==> src/rtl/sha256_bus_pkg.sv <==
// Shared definitions for the SHA-256 register-mapped bus:
// slave address map, transfer sizes and the master state encoding.
package sha256_bus_pkg;

    localparam logic [4:0] ADDR_MSG_BASE  = 5'd0;
    localparam logic [4:0] ADDR_HASH_BASE = 5'd16;
    localparam int         NUM_MSG_WORDS  = 16;
    localparam int         NUM_HASH_WORDS = 8;

    typedef enum logic [2:0] {
        IDLE,
        WRITE,
        START,
        WAIT,
        READ,
        DONE
    } state_t;

endpackage

==> src/rtl/sha256_bus_master.sv <==
// SHA-256 bus initiator: writes a 512-bit block to the slave, starts
// the core, waits a fixed time, then reads the 256-bit digest back.
module sha256_bus_master
    import sha256_bus_pkg::*;
#(
    parameter  int WAIT_CYCLES = 70,
    localparam int CNT_W       = $clog2(WAIT_CYCLES + 1)
) (
    input  logic         iClk,
    input  logic         iReset,
    input  logic         iStart,
    input  logic [511:0] iBlock,
    input  logic [31:0]  iReadData,
    output logic         oChipSelect_n,
    output logic         oWrite_n,
    output logic         oRead_n,
    output logic [4:0]   oAddress,
    output logic [31:0]  oData,
    output logic         oCoreStart,
    output logic [255:0] oDigest,
    output logic         oBusy,
    output logic         oDone
);

    state_t             state_q, state_d;
    logic [3:0]         wr_q, wr_d;
    logic [3:0]         rd_q, rd_d;
    logic [CNT_W-1:0]   cnt_q, cnt_d;
    logic [511:0]       blk_q, blk_d;
    logic [255:0]       dig_q, dig_d;
    logic [2:0]         hidx;

    // State register
    always_ff @(posedge iClk) begin
        if (iReset) begin
            state_q <= IDLE;
        end else begin
            state_q <= state_d;
        end
    end

    // Next-state logic
    always_comb begin
        state_d = state_q;
        unique case (state_q)
            IDLE:    if (iStart) state_d = WRITE;
            WRITE:   if (wr_q == 4'(NUM_MSG_WORDS - 1)) state_d = START;
            START:   state_d = WAIT;
            WAIT:    if (cnt_q == '0) state_d = READ;
            READ:    if (rd_q == 4'(NUM_HASH_WORDS)) state_d = DONE;
            DONE:    state_d = IDLE;
            default: state_d = IDLE;
        endcase
    end

    // Counters, latched block and digest capture
    always_comb begin
        wr_d  = wr_q;
        rd_d  = rd_q;
        cnt_d = cnt_q;
        blk_d = blk_q;
        dig_d = dig_q;
        hidx  = 3'(rd_q - 4'd1);
        unique case (state_q)
            IDLE: begin
                wr_d = '0;
                rd_d = '0;
                if (iStart) blk_d = iBlock;
            end
            WRITE: wr_d = wr_q + 4'd1;
            START: cnt_d = CNT_W'(WAIT_CYCLES - 1);
            WAIT:  if (cnt_q != '0) cnt_d = cnt_q - 1'b1;
            READ: begin
                rd_d = rd_q + 4'd1;
                // Data for issue j arrives one cycle later, at rd_q = j+1
                if (rd_q != 4'd0) dig_d[{hidx, 5'd0} +: 32] = iReadData;
            end
            default: ;
        endcase
    end

    // Datapath registers
    always_ff @(posedge iClk) begin
        if (iReset) begin
            wr_q  <= '0;
            rd_q  <= '0;
            cnt_q <= '0;
            blk_q <= '0;
            dig_q <= '0;
        end else begin
            wr_q  <= wr_d;
            rd_q  <= rd_d;
            cnt_q <= cnt_d;
            blk_q <= blk_d;
            dig_q <= dig_d;
        end
    end

    // Bus strobes and status decoded from the current state
    always_comb begin
        oChipSelect_n = 1'b1;
        oWrite_n      = 1'b1;
        oRead_n       = 1'b1;
        oAddress      = '0;
        oData         = '0;
        oCoreStart    = 1'b0;
        oDone         = 1'b0;
        oBusy         = (state_q != IDLE);
        unique case (state_q)
            WRITE: begin
                oChipSelect_n = 1'b0;
                oWrite_n      = 1'b0;
                oAddress      = ADDR_MSG_BASE + {1'b0, wr_q};
                oData         = blk_q[{wr_q, 5'd0} +: 32];
            end
            START: oCoreStart = 1'b1;
            READ: begin
                // Last READ cycle only drains the final capture
                if (rd_q < 4'(NUM_HASH_WORDS)) begin
                    oChipSelect_n = 1'b0;
                    oRead_n       = 1'b0;
                    oAddress      = ADDR_HASH_BASE + {1'b0, rd_q};
                end
            end
            DONE:    oDone = 1'b1;
            default: ;
        endcase
    end

    assign oDigest = dig_q;

endmodule
==> config.mk <==
export PLATFORM = sky130hd
export DESIGN_NAME = sha256_bus_master
export DESIGN_NICKNAME = d
export VERILOG_FILES = /design/src/rtl/sha256_bus_pkg.sv /design/src/rtl/sha256_bus_master.sv
export SDC_FILE = /design/constraint.sdc
export NUM_CORES = 2
export LEC_CHECK = 0
export CORE_AREA = 2 2 331 333
export CTS_CLUSTER_DIAMETER = 120
export CTS_CLUSTER_SIZE = 10
export DETAILED_ROUTE_END_ITERATION = 8
export DIE_AREA = 0 0 333 335
export MAX_ROUTING_LAYER = met4
export PLACE_DENSITY_LB_ADDON = 0.08
export SYNTH_ARGS = -nofsm -noshare
export SYNTH_HDL_FRONTEND = slang
export SYNTH_SLANG_ARGS = --single-unit
==> constraint.sdc <==
create_clock -name iClk -period 3.5 [get_ports iClk]
set_clock_uncertainty 0.1 [all_clocks]
set_input_delay 0.525 -clock iClk [delete_from_list [all_inputs] [get_ports iClk]]
set_output_delay 0.525 -clock iClk [all_outputs]
set_load 0.02 [all_outputs]
==> summary.md <==
| Metric | Value |
|---|---|
| Fin crit share | `slightly below 100%` |
| Most frequent cells after synthesis | `1163 x nand2_1, 786 x dfxtp_1, 555 x a21oi_1` |
| Via density | `4.93` |
| Yosys top cell by area | `dfxtp_1` |
| Setup_tns | `0 ps` |
| Core area | `108000 µm²` |
| Power density over the cells | `~450 nW/µm²` |
| Clk pin slew, worst setup/hold paths | `around 60 ps` |
| Syn_nets | `~4200` |
| First-pass GRT wire length | `slightly below 200 mm` |
| Clk root buf | `clkbuf_16` |
| Min cycle time layout | `about 3500 ps` |
| CTS sink count | `786` |
| CTS Buf Count | `88` |
| Via Count | `28700` |
| Yosys reg bits | `786` |
| Leakage | `roughly 16 nW` |
| WS Path Type | `reg -> out` |
| Nets@finish | `between 4000 and 5000` |
| Clk Latency, worst-skew pair | `660 ps` |
| Total track usage | `25.0%` |
| Io pins | `846` |
| Max transition margin | `41.5%` |
| Synth Cell Area | `32400 µm²` |
| Measured slew at the worst slew-check pin | `876 ps` |
| Post-CTS Hold Fix Bufs | `0` |
| Placer Congestion | `0.845` |
| Die area | `112000 µm²` |
| Starting density of the core | `about 30%` |
| Die Ht | `335 µm` |
| Synth top area share | `48.6%` |
| Synth Instances | `3633` |
| Final worst setup slack | `19.1 ps` |
| Vias in the first global route | `28100` |
| Rows | `between 100 and 150` |
| Crit Reg-Reg Startpoint | `rd_q[0]$_SDFFE_PP0P_` |
| Share of post-route cells with drive strength above 1 | `a little under a tenth` |
| Max Fclk | `around 290 MHz` |
| 1st-iter DRT viols | `2293` |
| Hpwl dp | `104 mm` |
| Hold_sp | `iReset` |
| Library cells used by synthesis | `48` |
| Number of port buffers | `about 850` |
| CTS tree | `done` |
| Layout Area Growth over Synthesis | `39.8%` |
| YS warnings | `0` |
| H-tree levels | `3` |
| Avg Cell Area, Syn | `between 8 and 9 µm²` |
| Ys async rst share | `0%` |
| Largest net degree at the start of global routing | `around 120` |
| Die X | `333 µm` |
| Unrepaired setup endpoints after global routing | `yes` |
| Seq/Total Area, Yosys | `48.6%` |
| Crit start category | `flop` |
| Worst slack at placement | `-61.6 ps` |
| DRC viols | `0` |
| Antenna Nets Post-Route | `0` |
| Worst EP required | `2870 ps` |
| Antenna violations before repair | `33` |
| Filler cells | `about 11000` |
| IR drop worst, VDD | `~0.37 mV` |
| Maxcap violations | `0` |
| Total congestion overflow | `0` |
| Wire per inst | `24.2 µm` |
| Crit-path max FO | `11` |
| HP Class | `in -> reg` |
| WL final | `between 100 and 150 mm` |
| Most frequent cell after synthesis | `nand2_1` |
| TritonRoute pass-1 iters | `5` |
| Number of flops mapped to enable cells by yosys | `0` |
| Fin. max-slew vios | `0` |
| Clock Tree Buf Depth | `3` |
| Top FF cell, synth | `dfxtp_1` |
| Outcome | `completed` |
| Final Hold Viols | `0` |
| Worst Setup End Kind | `output pin` |
| Area contributors post-synth | `dfxtp_1 49%, nand2_1 13%, mux4_2 8.9%` |
| Final setup vio count | `0` |
| Worst Setup SP | `wr_q[0]$_SDFFE_PP0P_` |
| Worst path arrival time | `2860 ps` |
-- registers in the layout, indices dropped and copies added, names as in the netlist --
signal / cells
blk_q: 512
rd_q: 4
wr_q: 4
oDigest: 256
cnt_q: 7
state_q: 3
-- cells by family (layout without fill, tap and decap cells) --
| group | after synthesis | after routing | synth area share [%] |
|---|---|---|---|
| and+or+nand+nor | 1493 | 1493 | 19.5 |
| DFF | 786 | 786 | 48.6 |
| AOI/OAI and AO/OA | 676 | 676 | 11.1 |
| muxes | 353 | 353 | 15.9 |
| buffers and inverters | 311 | 1066 | 4.55 |
| adders and majority gates | 11 | 11 | 0.425 |
| xor gates and xnor gates | 3 | 3 | 0.0811 |
| other | 0 | 25 | 0 |
-- metrics by stage --
step	total power [W]	cell area [µm²]	instances	hold slack [ps]	utilization [%]
floorplan	0.0108	32400	3633	333	-
global placement	0.0121	42500	5691	340	39.3
detailed placement	0.0121	42500	5691	343	39.3
CTS	0.0207	45200	5801	248	41.8
global route	0.0212	45300	5827	304	41.9
finish	0.0204	45300	5827	233	41.9
-- what timing repair did --
| item | 4_1_cts | 5_1_grt |
|---|---|---|
| hold endpoints to repair | 0 | 0 |
| endpoints found under the setup margin | 32 | 11 |
| pin swaps | 8 | 1 |
| gates resized for setup | 105 | 8 |
| cloned | 5 | 0 |
| buffers inserted | 8 | 2 |
-- worst max-delay path: stages (launching register included) --
cell,delay (ps)
dfxtp_4,410
buf_4,140
buf_12,90
buf_12,100
buf_16,150
mux4_2,620
a22oi_2,230
buf_6,150
nand2_2,90
buf_4,180
-- metal layers --
metal / share of wire (%) / up-vias / routed length (µm) / track usage, %
li1: - / 13700 / - / -
met4: 3.2 / 0 / 4460 / 9.35
met2: 48 / 939 / 67300 / 40.2
met5: 0 / - / 0 / -
met1: 43 / 13900 / 60700 / 30.8
met3: 5.9 / 171 / 8350 / 5.33
-- layout by cell type (no fill, tap or decap), types with 41 or more instances in the layout --
cell,instances
nand2_1,1155
clkdlybuf4s50_1,812
dfxtp_1,784
a21oi_1,555
mux2i_1,224
nand2b_1,194
mux4_2,128
clkbuf_16,93
buf_4,70
a22oi_1,50
nor2_1,49
o21ai_0,42
buf_12,41
-- cell type report --
cell class | count | area [µm²] | area share (%)
clock buffer | 94 | 2330 | 5.15
timing repair buffer | 960 | 9950 | 22.0
multi-input combinational | 2536 | 15400 | 33.9
tap | 1414 | 1770 | 3.91
antenna | 25 | 62.6 | 0.138
sequential | 786 | 15700 | 34.8
inverter | 9 | 33.8 | 0.0746
clock inverter | 3 | 47.5 | 0.105
-- final timing paths --
check / to / slack, ps / depth (start not counted)
max: oData[15] / 20 / 9
min: oDigest[148]$_SDFFE_PP0P_ / 230 / 2
max reg2reg: oDigest[169]$_SDFFE_PP0P_ / 420 / 8
min reg2reg: blk_q[460]$_SDFFE_PP0P_ / 350 / 2
-- where the power goes --
| part | switching (W) | internal (W) |
|---|---|---|
| Clock | 0.00371 | 0.00472 |
| Sequential | 0.000212 | 0.00934 |
| Combinational | 0.00127 | 0.00118 |
Note: power is estimated with default switching activity, not from simulation.
